<file path="src/rtl/mem_bus_arbiter_pkg.sv">
// Shared definitions for mem_bus_arbiter: FSM state and owner encodings, bus widths.
package mem_bus_arbiter_pkg;

   localparam int BUS_ADDR_W = 32;
   localparam int BUS_DATA_W = 32;

   // Bit positions of the requesters inside the eligible/grant vectors
   localparam int REQ_IF  = 0;
   localparam int REQ_MEM = 1;

   typedef enum logic [1:0] {
      ST_IDLE = 2'd0,
      ST_ADDR = 2'd1,
      ST_DATA = 2'd2
   } arb_state_e;

   typedef enum logic {
      OWN_IF  = 1'b0,
      OWN_MEM = 1'b1
   } owner_e;

endpackage

</file>
<file path="src/rtl/mem_arb_pick.sv">
// Combinational winner selection between IF and MEM; MEM_ARB_RR_EN turns ties
// into alternation driven by the last-served pointer.
module mem_arb_pick
   import mem_bus_arbiter_pkg::*;
(
   input  logic [1:0] elig_i,
`ifdef MEM_ARB_RR_EN
   input  logic       last_i,
`endif
   output logic [1:0] gnt_o
);

   always_comb begin
      gnt_o = 2'b00;
      if (elig_i[REQ_MEM] && elig_i[REQ_IF]) begin
`ifdef MEM_ARB_RR_EN
         if (last_i == OWN_MEM) gnt_o[REQ_IF]  = 1'b1;
         else                   gnt_o[REQ_MEM] = 1'b1;
`else
         gnt_o[REQ_MEM] = 1'b1;
`endif
      end else begin
         gnt_o = elig_i;
      end
   end

endmodule

</file>
<file path="src/rtl/mem_bus_arbiter.sv">
// Shares one SRAM-like bus master between IF and MEM, one transaction at a time.
// Optional round-robin tie breaking is enabled with MEM_ARB_RR_EN.
module mem_bus_arbiter
   import mem_bus_arbiter_pkg::*;
#(
   parameter int ADDR_W = BUS_ADDR_W,
   parameter int DATA_W = BUS_DATA_W
) (
   input  logic                clk,
   input  logic                resetn,
   input  logic                inst_req,
   input  logic [ADDR_W-1:0]   inst_addr,
   input  logic                inst_flush,
   output logic                inst_grant,
   output logic                inst_rvalid,
   output logic [DATA_W-1:0]   inst_rdata,
   input  logic                data_req,
   input  logic                data_wr,
   input  logic [DATA_W/8-1:0] data_wstrb,
   input  logic [ADDR_W-1:0]   data_addr,
   input  logic [DATA_W-1:0]   data_wdata,
   output logic                data_grant,
   output logic                data_rvalid,
   output logic [DATA_W-1:0]   data_rdata,
   output logic                bus_req,
   output logic                bus_wr,
   output logic [DATA_W/8-1:0] bus_wstrb,
   output logic [ADDR_W-1:0]   bus_addr,
   output logic [DATA_W-1:0]   bus_wdata,
   input  logic                bus_addr_ok,
   input  logic                bus_data_ok,
   input  logic [DATA_W-1:0]   bus_rdata,
   output logic                stallreq_if,
   output logic                stallreq_mem
);

   localparam int STRB_W = DATA_W / 8;

   arb_state_e          state_q, state_d;
   owner_e              owner_q, owner_d;
   logic [ADDR_W-1:0]   addr_q, addr_d;
   logic                wr_q, wr_d;
   logic [STRB_W-1:0]   wstrb_q, wstrb_d;
   logic [DATA_W-1:0]   wdata_q, wdata_d;
   logic                discard_q, discard_d;
   logic                inst_rvalid_q, inst_rvalid_d;
   logic                data_rvalid_q, data_rvalid_d;
   logic [DATA_W-1:0]   inst_rdata_q, inst_rdata_d;
   logic [DATA_W-1:0]   data_rdata_q, data_rdata_d;

   logic [1:0]          elig;
   logic [1:0]          pick_gnt;
   logic [1:0]          grant;
   logic                busy;
   logic                complete;
   logic                discard_eff;

   assign busy = (state_q != ST_IDLE);
   assign elig = {data_req, inst_req & ~inst_flush};

`ifdef MEM_ARB_RR_EN
   owner_e last_q, last_d;

   always_comb begin
      last_d = last_q;
      if (|grant) last_d = grant[REQ_MEM] ? OWN_MEM : OWN_IF;
   end

   always_ff @(posedge clk) begin
      if (!resetn) last_q <= OWN_IF;
      else         last_q <= last_d;
   end
`endif

   mem_arb_pick u_pick (
      .elig_i (elig),
`ifdef MEM_ARB_RR_EN
      .last_i (last_q),
`endif
      .gnt_o  (pick_gnt)
   );

   // Grants only leave IDLE; held low during reset so every output reads 0.
   assign grant = (!busy && resetn) ? pick_gnt : 2'b00;

   always_ff @(posedge clk) begin
      if (!resetn) state_q <= ST_IDLE;
      else         state_q <= state_d;
   end

   always_comb begin
      state_d  = state_q;
      owner_d  = owner_q;
      addr_d   = addr_q;
      wr_d     = wr_q;
      wstrb_d  = wstrb_q;
      wdata_d  = wdata_q;
      complete = 1'b0;
      case (state_q)
         ST_IDLE: begin
            if (grant[REQ_MEM]) begin
               state_d = ST_ADDR;
               owner_d = OWN_MEM;
               addr_d  = data_addr;
               wr_d    = data_wr;
               wstrb_d = data_wstrb;
               wdata_d = data_wdata;
            end else if (grant[REQ_IF]) begin
               state_d = ST_ADDR;
               owner_d = OWN_IF;
               addr_d  = inst_addr;
               wr_d    = 1'b0;
               wstrb_d = '0;
               wdata_d = '0;
            end
         end
         ST_ADDR: begin
            // data_ok before addr_ok belongs to nothing and is dropped
            if (bus_addr_ok) begin
               if (bus_data_ok) begin
                  state_d  = ST_IDLE;
                  complete = 1'b1;
               end else begin
                  state_d = ST_DATA;
               end
            end
         end
         ST_DATA: begin
            if (bus_data_ok) begin
               state_d  = ST_IDLE;
               complete = 1'b1;
            end
         end
         default: state_d = ST_IDLE;
      endcase
   end

   // A flush landing on the completion cycle still suppresses that fetch.
   assign discard_eff = discard_q | (inst_flush & busy & (owner_q == OWN_IF));

   always_comb begin
      discard_d     = complete ? 1'b0 : discard_eff;
      inst_rvalid_d = complete & (owner_q == OWN_IF) & ~discard_eff;
      data_rvalid_d = complete & (owner_q == OWN_MEM);
      inst_rdata_d  = inst_rvalid_d ? bus_rdata : inst_rdata_q;
      data_rdata_d  = (data_rvalid_d && !wr_q) ? bus_rdata : data_rdata_q;
   end

   always_ff @(posedge clk) begin
      if (!resetn) begin
         owner_q       <= OWN_IF;
         addr_q        <= '0;
         wr_q          <= 1'b0;
         wstrb_q       <= '0;
         wdata_q       <= '0;
         discard_q     <= 1'b0;
         inst_rvalid_q <= 1'b0;
         data_rvalid_q <= 1'b0;
         inst_rdata_q  <= '0;
         data_rdata_q  <= '0;
      end else begin
         owner_q       <= owner_d;
         addr_q        <= addr_d;
         wr_q          <= wr_d;
         wstrb_q       <= wstrb_d;
         wdata_q       <= wdata_d;
         discard_q     <= discard_d;
         inst_rvalid_q <= inst_rvalid_d;
         data_rvalid_q <= data_rvalid_d;
         inst_rdata_q  <= inst_rdata_d;
         data_rdata_q  <= data_rdata_d;
      end
   end

   assign inst_grant  = grant[REQ_IF];
   assign data_grant  = grant[REQ_MEM];
   assign inst_rvalid = inst_rvalid_q;
   assign data_rvalid = data_rvalid_q;
   assign inst_rdata  = inst_rdata_q;
   assign data_rdata  = data_rdata_q;

   assign bus_req   = (state_q == ST_ADDR);
   assign bus_wr    = wr_q;
   assign bus_wstrb = wstrb_q;
   assign bus_addr  = addr_q;
   assign bus_wdata = wdata_q;

   assign stallreq_mem = resetn & ((data_req & ~data_grant) |
                                   (busy & (owner_q == OWN_MEM)));
   assign stallreq_if  = resetn & ((inst_req & ~inst_grant & ~inst_flush) |
                                   (busy & (owner_q == OWN_IF) & ~discard_q));

endmodule
</file>
<file path="config.mk">
export PLATFORM = sky130hd
export DESIGN_NAME = mem_bus_arbiter
export DESIGN_NICKNAME = d
export VERILOG_FILES = /design/src/rtl/mem_bus_arbiter_pkg.sv /design/src/rtl/mem_arb_pick.sv /design/src/rtl/mem_bus_arbiter.sv
export SDC_FILE = /design/constraint.sdc
export NUM_CORES = 1
export LEC_CHECK = 0
export BUFFER_PORTS_ARGS = -buffer_cell sky130_fd_sc_hd__buf_2
export CORE_MARGIN = 10
export CORE_UTILIZATION = 35
export CTS_CLUSTER_DIAMETER = 50
export DETAILED_ROUTE_END_ITERATION = 6
export PLACE_DENSITY = 0.7
export SLEW_MARGIN = 15
export SYNTH_ARGS = -nofsm -noshare
export SYNTH_HDL_FRONTEND = slang
export SYNTH_SLANG_ARGS = --single-unit
</file>
<file path="constraint.sdc">
create_clock -name clk -period 1.9 [get_ports clk]
set_input_delay 0.285 -clock clk [delete_from_list [all_inputs] [get_ports clk]]
set_output_delay 0.285 -clock clk [all_outputs]
set_load 0.01 [all_outputs]
</file>
; ---- Word-level counts from Yosys, hierarchy flattened
; Cells that the tools add are included.
[totals]
out_inout_bits = 140
register_bits = 139
inputBits = 140
wordCells = 72
[op_classes]
eq_ne = 5
reduce_logical = 11
mux = 21
bitwise_logic = 24
[op_table]
columns = op, count
row1 = $mux W32, 4
row2 = $and A1 B1 Y1, 14
row3 = $mux W2, 6
row4 = $mux W4, 2
row5 = $mux W1, 7
row6 = $not A1 Y1, 7
row7 = $pmux W2 S3, 1
row8 = $reduce_bool A2 Y1, 2
row9 = $logic_and A1 B1 Y1, 3
row10 = $ne A3 B3 Y1 const B, 1
row11 = $or A1 B1 Y1, 3
row12 = $reduce_and A3 Y1, 1
row13 = $eq A2 B1 Y1 const B, 1
row14 = $eq A2 B2 Y1 const B, 1
row15 = $logic_not A1 Y1, 2
row16 = $logic_not A2 Y1, 1
row17 = $ne A2 B1 Y1 const B, 1
row18 = $ne A2 B2 Y1 const B, 1
row19 = $pmux W1 S2, 1
row20 = $reduce_and A2 Y1, 1
row21 = $reduce_or A2 Y1, 1

; ---- Logic depth before layout (Yosys ltp)
; Gate-level depths: netlist (run 1).
[depth]
word_depth = 10
ltp_mapped = 9
mapped_depth_nobuf = 6

; ---- Hierarchy
; A second synthesis (run 1) with hierarchy kept.
[unflattened]
cells_unflattened = 555
hier_area_um2 = 5502.8
[by_module_without_submodules]
columns = module, n_inst, seq_area_each_um2, area_each_um2, cells_per_inst
row1 = mem_bus_arbiter, 1, 2782.7, 5492.8, 553
row2 = mem_arb_pick, 1, 0.0, 10.0, 2

; ---- Least setup slack after synthesis (run 1)
; Ideal clock, no wire load.
[synth_path]
path_type = flip-flop to flip-flop
startpoint = register state_q[1]
endpoint = register data_rdata_q[12], in the netlist data_rdata[12]
period_less_slack_ns = 1.621
t_arrival_ns = 1.549
stages_incl_launch_ff = 9
setup_time_ns = 0.072
required_time_ns = 1.828
setup_slack_ns = 0.279
n_path_buf = 2
path_cell_list = dfxtp_1 > inv_1 > ha_1 > a21o_1 > nand3_2 > nor3b_2 > buf_6 > buf_12 > mux2i_1
[synth_via]
elab_chain_cells = 4
elab_cells_between_ends = 5
classes_between = 2 x eq/ne / 1 x mux / 1 x bitwise / 1 x reduce/logical
[synth_lines]
columns = item, line
row1 = "start, declared", mem_bus_arbiter.sv:39  ; arb_state_e state_q, state_d;
row2 = "start signal, assigned", mem_bus_arbiter.sv:88  ; else state_q <= state_d;
row3 = $eq A2 B1 Y1, n/a
row4 = via bus_req, mem_bus_arbiter.sv:25  ; output logic bus_req,
row5 = $pmux W1 S2, mem_bus_arbiter.sv:99  ; case (state_q)
row6 = $and A1 B1 Y1, mem_bus_arbiter.sv:144  ; data_rvalid_d = complete & (owner_q == OWN_MEM);
row7 = $logic_and A1 B1 Y1, mem_bus_arbiter.sv:146  ; data_rdata_d = (data_rvalid_d && !wr_q) ? bus_rdata : data_rdata_q;
row8 = "end signal, assigned", mem_bus_arbiter.sv:171  ; data_rdata_q <= data_rdata_d;
row9 = "end, declared", mem_bus_arbiter.sv:49  ; logic [DATA_W-1:0] data_rdata_q, data_rdata_d;
; The timed path passes the listed nets, and every way through them passes these cells.
; A chain may end at the register's enable or synchronous reset.

; ---- Final worst setup path (run 1)
[layout_path]
startpoint = register state_q[0]
endpoint = output stallreq_if
[layout_via]
elab_chain_cells = 9
elab_cells_between_ends = 11
classes_between = 1 x mux / 7 x bitwise / 3 x reduce/logical
[layout_lines]
columns = item, line
row1 = $reduce_bool A2 Y1 (*), mem_bus_arbiter.sv:58  ; assign busy = (state_q != ST_IDLE);
row2 = $logic_not A1 Y1, mem_bus_arbiter.sv:84  ; assign grant = (!busy && resetn) ? pick_gnt : 2'b00;
row3 = $logic_and A1 B1 Y1, mem_bus_arbiter.sv:84
row4 = $mux W2, mem_bus_arbiter.sv:84
row5 = $not A1 Y1, mem_bus_arbiter.sv:190  ; assign stallreq_if = resetn & ((inst_req & ~inst_grant & ~inst_flush) |
row6 = $and A1 B1 Y1 (2 in series), mem_bus_arbiter.sv:190
row7 = $or A1 B1 Y1 (*), mem_bus_arbiter.sv:190
row8 = $and A1 B1 Y1 (*), mem_bus_arbiter.sv:190
row9 = "end, declared", mem_bus_arbiter.sv:33  ; output logic stallreq_if,
; Every way passes the cells marked *; elsewhere a longest branch is shown, timed or not.

==> results.py, run 1 <==
metrics = {
    "outcome": {
        "run_status": "finished clean",
    },
    "route": {
        "num_vias": 5046,
        "drtAntennaViolNets": 0,
        "drt-wirelength-per-cell_um": 16.6,
        "first_iter_violations": 145,
        "wl_mm": 17.4,
        "vias_per_cell": 4.82,
        "dr.pass1.iters": 4,
        "post-route-drc-count": 0,
    },
    "clock_network": {
        "clkTransAtPathRegs_ps": 60,
        "clockBufferDepth": 2,
        "cts_tree": "yes",
        "root_buffer": "clkbuf_16",
        "clk_latency_ps": 410,
        "cts_buffers": 17,
        "htree_levels": 4,
        "clock-sinks": 139,
    },
    "synthesis": {
        "synth_edf_count": 0,
        "ys_top_cells_by_count": "dfxtp_1 (139), nand2_1 (87), a21oi_1 (50), o21ai_0 (48), mux2i_1 (47)",
        "async_reset_ff_share_pct": 0,
        "ys_top_cells_by_area": "dfxtp_1 (52%), mux2i_1 (8.8%), nand2_1 (6.1%)",
        "synth_top_area_cell": "dfxtp_1",
        "synth_top_area_share_pct": 51.8,
        "syn_area_mm2": 0.00537,
        "syn-instance-count": 580,
        "avgSynthCellArea_um2": 9.25,
        "synth_top_flop_cell": "dfxtp_1",
        "synth_nets": 724,
        "ys_ff_latch": 139,
        "yosysWarnings": 0,
        "synth.distinct_cells": 33,
        "yosysSeqAreaShare_pct": 51.8,
        "yosys.cell_count.top_type": "dfxtp_1",
    },
    "timing": {
        "rsz0062_at_grt": "true",
        "slew_violations": 0,
        "finalCriticalPeriod_ps": 1830,
        "clock.fmax_ghz": 0.545,
        "max_slew_margin_pct": 64.3,
        "clock_skew_ps": 7.40,
        "hold_viol": 0,
        "holdWs_ps": 109,
        "worst_pin_slew_ps": 532,
        "fin_crit_sh_pct": 96.5,
        "finalSetupViolations": 0,
    },
    "setup_path": {
        "crit_chain": "inv_2 > ha_4 > nor2b_4 > o32ai_2 > and2_1 > buf_2",
        "endpoint_kind": "primary output",
        "slowest_delay_ps": 330,
        "reg2reg_setup_slack_ps": 190,
        "crit_path_top_delay_cell": "dfxtp_2",
        "cp-start-kind": "flop",
        "crit_fanout": 6,
        "cp_data_required_time_ps": 1620,
        "cp.arrival_ps": 1550,
        "path_class": "flop to primary output",
    },
    "power_and_ir_drop": {
        "p_per_area_mw_per_mm2": 1030,
        "swShare_pct": 26.0,
        "p_int_mw": 5.75,
        "power.switching_mw": 2.02,
        "pwr-share-comb_pct": 15.8,
        "total_power_mw": 7.77,
        "p_seq_share_pct": 41.1,
        "p_leak_nw": 3.62,
        "power.share.clock_pct": 43.1,
        "peakVddDrop_v": 0.000624,
    },
    "layout": {
        "drive_gt1_share_pct": 40.1,
        "final_nets": 989,
        "synthToLayoutAreaGrowth_pct": 39.9,
        "n_fill_cell": 1458,
    },
    "global_route": {
        "antenna_found_initial": 3,
        "grt_pass1_vias": 4999,
        "grt_overflow": 0,
        "grt_max_degree": 69,
        "grtUsageTotal_pct": 16.1,
        "grt_pass1_wl_mm": 26.4,
    },
    "die": {
        "die_h_um": 144,
        "die-width_um": 144,
        "top_level_ports": 280,
        "start_util_pct": 35.6,
        "core-area_mm2": 0.0151,
        "rows": 45,
        "die_area_mm2": 0.0207,
    },
    "hold_path": {
        "hold_path_class": "primary input to flop",
    },
    "placement": {
        "port_buffers": 279,
        "gp_congestion": 0.767,
        "detailed_place_hpwl_mm": 13.0,
    },
    "run": {
        "max_cap_violations": 0,
    },
}
[final timing paths]
kind | cells after the start | to | from
worst max-delay path | 6 | stallreq_if | state_q[0]$_SDFFE_PN0P_
worst min-delay path | 3 | bus_addr[21]$_SDFFE_PN0P_ | inst_addr[21]
worst max register to register | 7 | data_rdata[20]$_SDFFE_PN0P_ | state_q[1]$_SDFFE_PN0P_
worst min register to register | 2 | data_rdata[7]$_SDFFE_PN0P_ | data_rdata[7]$_SDFFE_PN0P_
[stage by stage]
step / setup TNS [ps] / instance area (µm²) / worst slack, ps / util, % / instances
6_report: 0 / 7510 / 66.5 / 49.8 / 1047
3_3_place_gp: 0 / 6880 / 238 / 45.6 / 1014
3_5_place_dp: 0 / 6880 / 185 / 45.6 / 1014
4_1_cts: 0 / 7490 / 2.70 / 49.6 / 1044
5_1_grt: -21.8 / 7500 / -13.4 / 49.7 / 1045
2_1_floorplan: 0 / 5370 / 279 / - / 580
[flip-flops by register name, summed over array words and instances, names as in the netlist]
register     cells
bus_wr           1
bus_wstrb        4
data_rvalid      1
bus_addr        32
state_q          2
owner_q          1
inst_rdata      32
bus_wdata       32
data_rdata      32
discard_q        1
inst_rvalid      1
[final cells by class]
cell class / instances / area [µm²] / share of cell area, %
Inverter: 5 / 18.8 / 0.250
Sequential cell: 139 / 2790 / 37.1
Tap cell: 188 / 235 / 3.13
Multi-Input combinational cell: 387 / 2270 / 30.2
Clock buffer: 19 / 453 / 6.03
Clock inverter: 11 / 145 / 1.93
Antenna cell: 3 / 7.51 / 0.100
Timing Repair Buffer: 295 / 1590 / 21.2
[logic make-up (layout without fill, tap and decap cells)]
group           Yosys count  count (layout)  synth area share (%)
simple gates            177             177                  14.5
mux                      47              47                  8.76
buf+inv                  54             330                  6.55
other cells               0               3                     0
flops                   139             139                  51.8
compound gates          159             159                  17.4
fa+ha+maj                 4               4                 0.932
[critical path, delay by kind of cell, from the launching register on]
kind | cells | cell delay (ps)
compound gates | 1 | 70
buf+inv | 2 | 230
simple gates | 2 | 330
flops | 1 | 330
fa+ha+maj | 1 | 180
[per-layer routing]
layer	global-route usage, %	up-vias	wire length [µm]
met5	0	-	17
met1	18.2	2261	7000
met2	24.5	216	7730
li1	-	2549	-
met3	9.70	18	2300
met4	5.70	2	299
[cells in the final DEF, fill, tap and decap left out, types with 3 or more instances in the layout]
cell type,n
buf_4,11
inv_2,4
a21oi_1,50
dfxtp_1,137
mux2i_1,47
buf_2,278
o21ai_0,48
clkinv_2,3
a22oi_1,37
nand2_1,87
bufinv_16,3
clkbuf_16,17
buf_12,6
ha_1,3
nand3_1,33
diode_2,3
nor2b_1,3
nor2_1,43
clkinvlp_4,3
o21ai_1,17
[power groups by stage]
stage | registers [mW] | logic [mW] | clock network, mW
5_1_grt | 3.21 | 1.36 | 3.59
4_1_cts | 3.19 | 1.23 | 3.44
6_report | 3.19 | 1.22 | 3.35
3_5_place_dp | 3.25 | 1.22 | 0
3_3_place_gp | 3.25 | 1.20 | 0
2_1_floorplan | 3.32 | 0.629 | 0
[what timing repair did]
action | CTS | global route
setup endpoints to repair | 4 | 6
hold buffers | 0 | 0
setup buffers | 0 | 0
resized for setup | 4 | 4
Note: power is estimated with default switching activity, not from simulation.
==> run 2: changes to the inputs <==
--- a/config.mk
+++ b/config.mk
@@ -7,10 +7,11 @@
 export LEC_CHECK = 0
 export BUFFER_PORTS_ARGS = -buffer_cell sky130_fd_sc_hd__buf_2
 export CORE_MARGIN = 10
-export CORE_UTILIZATION = 35
+export CORE_UTILIZATION = 33
 export CTS_CLUSTER_DIAMETER = 50
 export DETAILED_ROUTE_END_ITERATION = 6
-export PLACE_DENSITY = 0.7
+export GPL_TIMING_DRIVEN = 0
+export PLACE_DENSITY = 0.67
 export SLEW_MARGIN = 15
 export SYNTH_ARGS = -nofsm -noshare
 export SYNTH_HDL_FRONTEND = slang
==> results.py, run 2 (synthesis gave the netlist of run 1 again) <==
metrics = {
    "outcome": {
        "run_status": "finished clean",
    },
    "layout": {
        "drive_gt1_share_pct": 42.2,
        "final_common_cell": "buf_2",
        "mostFrequentLayoutCells": "buf_2 (299), dfxtp_1 (137), nand2_1 (87)",
        "final_nets": 1034,
        "n_fill_cell": 1592,
        "synthToLayoutAreaGrowth_pct": 45.9,
        "seq_area_mm2": 0.00279,
        "fin_cells": 1121,
        "multi_input_area_mm2": 0.00227,
    },
    "placement": {
        "port_buffers": 279,
        "detailed_place_hpwl_mm": 15.5,
        "gp_congestion": 0.783,
        "place_inst": 1075,
    },
    "timing": {
        "clock_skew_ps": 11.1,
        "worst_pin_slew_ps": 758,
        "rsz0062_at_grt": "true",
        "finalSetupViolations": 0,
        "totalNegativeSetupSlack_ps": 0,
        "slew_violations": 0,
        "finalCriticalPeriod_ps": 1830,
        "max_slew_margin_pct": 49.5,
        "clock.fmax_ghz": 0.545,
        "fin_crit_sh_pct": 96.5,
        "hold_viol": 0,
    },
    "setup_path": {
        "crit_fanout": 7,
        "cp_num_cells": 6,
        "slowest_delay_ps": 330,
        "path_class": "flop to primary output",
        "crit_path_top_delay_cell": "dfxtp_2",
        "reg2reg_setup_slack_ps": 200,
        "crit_chain": "inv_2 > ha_4 > nor2b_4 > o32ai_2 > and2_1 > buf_6",
        "cp.arrival_ps": 1550,
        "r2r-start": "state_q[1]$_SDFFE_PN0P_",
        "worstRegToRegCells": 9,
        "critPathTopFamily": "simple AND/OR/NAND/NOR gates",
        "cp-start-kind": "flop",
        "cp_data_required_time_ps": 1620,
        "endpoint_kind": "primary output",
        "critPathBufInv": 2,
        "rr_endpoint": "data_rdata[29]$_SDFFE_PN0P_",
    },
    "global_route": {
        "grt_overflow": 0,
        "grt_max_degree": 20,
        "grtUsageTotal_pct": 18.0,
        "grt_pass1_vias": 5480,
        "antenna_found_initial": 2,
        "grt_pass1_wl_mm": 31.1,
    },
    "clock_network": {
        "root_buffer": "clkbuf_16",
        "clk_latency_ps": 420,
        "htree_levels": 4,
        "cts_tree": "yes",
        "clkTransAtPathRegs_ps": 70,
        "clock-sinks": 139,
        "cts_buffers": 17,
        "clockBufferDepth": 2,
    },
    "route": {
        "first_iter_violations": 190,
        "post-route-drc-count": 0,
        "drtAntennaViolNets": 0,
        "wl_mm": 20.0,
        "drt-wirelength-per-cell_um": 17.9,
        "vias_per_cell": 4.78,
        "num_vias": 5356,
        "dr.pass1.iters": 5,
    },
    "run": {
        "max_cap_violations": 0,
    },
    "hold_path": {
        "holdPathStages": 3,
        "worstHoldStart": "inst_addr[19]",
        "hold_path_end": "bus_addr[19]$_SDFFE_PN0P_",
        "hold_path_class": "primary input to flop",
    },
    "power_and_ir_drop": {
        "peakVddDrop_v": 0.000626,
        "p_leak_nw": 3.79,
        "total_power_mw": 8.11,
        "p_per_area_mw_per_mm2": 1040,
    },
    "die": {
        "rows": 46,
        "die_area_mm2": 0.0218,
        "core-area_mm2": 0.0159,
        "top_level_ports": 280,
        "start_util_pct": 33.8,
        "die_h_um": 148,
        "die-width_um": 148,
    },
}
[run 2: cell types whose count changed in the layout (fill, tap and decap cells not counted), moves of 2 or more]
cell and delta:
buf_6 +7, inv_6 +2, clkbuf_1 +10, buf_12 -2
buf_2 +21, buf_4 +8
[run 2: timing repair]
action | in CTS | in global routing
pin swaps | 0 | 3
hold buffers | 0 | 0
resized for setup | 13 | 9
setup buffers | 6 | 8
endpoints found under the setup margin | 3 | 63
[run 2: final cells by class]
class	count	area share, %
sequential	139	35.6
antenna	2	0.0639
tap	216	3.45
inverter	5	0.240
clock inverter	13	2.41
buffer	47	4.30
clock buffer	19	5.66
multi-input combinational	387	29.0
timing repair buffer	293	19.3
[run 2: how the worst max path moves through the flow]
stage / from / endpoint / slack [ps]
after floorplan: state_q[1]$_SDFFE_PN0P_ / data_rdata[12]$_SDFFE_PN0P_ / 280
after global placement: state_q[0]$_SDFFE_PN0P_ / inst_rdata[22]$_SDFFE_PN0P_ / 100
after detailed placement: state_q[0]$_SDFFE_PN0P_ / inst_rdata[17]$_SDFFE_PN0P_ / 60
after CTS: state_q[0]$_SDFFE_PN0P_ / stallreq_if / 4
after global routing: state_q[0]$_SDFFE_PN0P_ / stallreq_if / -40
final: state_q[0]$_SDFFE_PN0P_ / stallreq_if / 70
[run 2: through the flow]
stage | area [µm²] | worst slack (ps) | utilization, % | hold slack [ps]
3_5_place_dp | 7030 | 59.9 | 44.3 | 447
4_1_cts | 7750 | 4.38 | 48.8 | 77.2
6_report | 7830 | 66.6 | 49.3 | 93.9
5_1_grt | 7820 | -38.4 | 49.3 | 89.9
2_1_floorplan | 5370 | 279 | - | 419
3_3_place_gp | 7030 | 95.8 | 44.3 | 439
[run 2: power breakdown]
group	switching, mW	internal [mW]
clock	1.33	2.24
sequential	0.0959	3.09
combinational	0.748	0.601
total	2.18	5.94
[run 2: tightest hold or removal path, delay by kind of cell]
family          cells  cell delay, ps
buf+inv             1              90
simple gates        1              50
compound gates      1              50
[run 2: metal layers]
metal | global-route usage, % | part of all wire, % | routed length (µm)
met1 | 20.8 | 42 | 8360
met2 | 28.6 | 46 | 9170
met3 | 8.88 | 11 | 2220
met4 | 5.35 | 1.4 | 276
met5 | 0 | 0 | 0
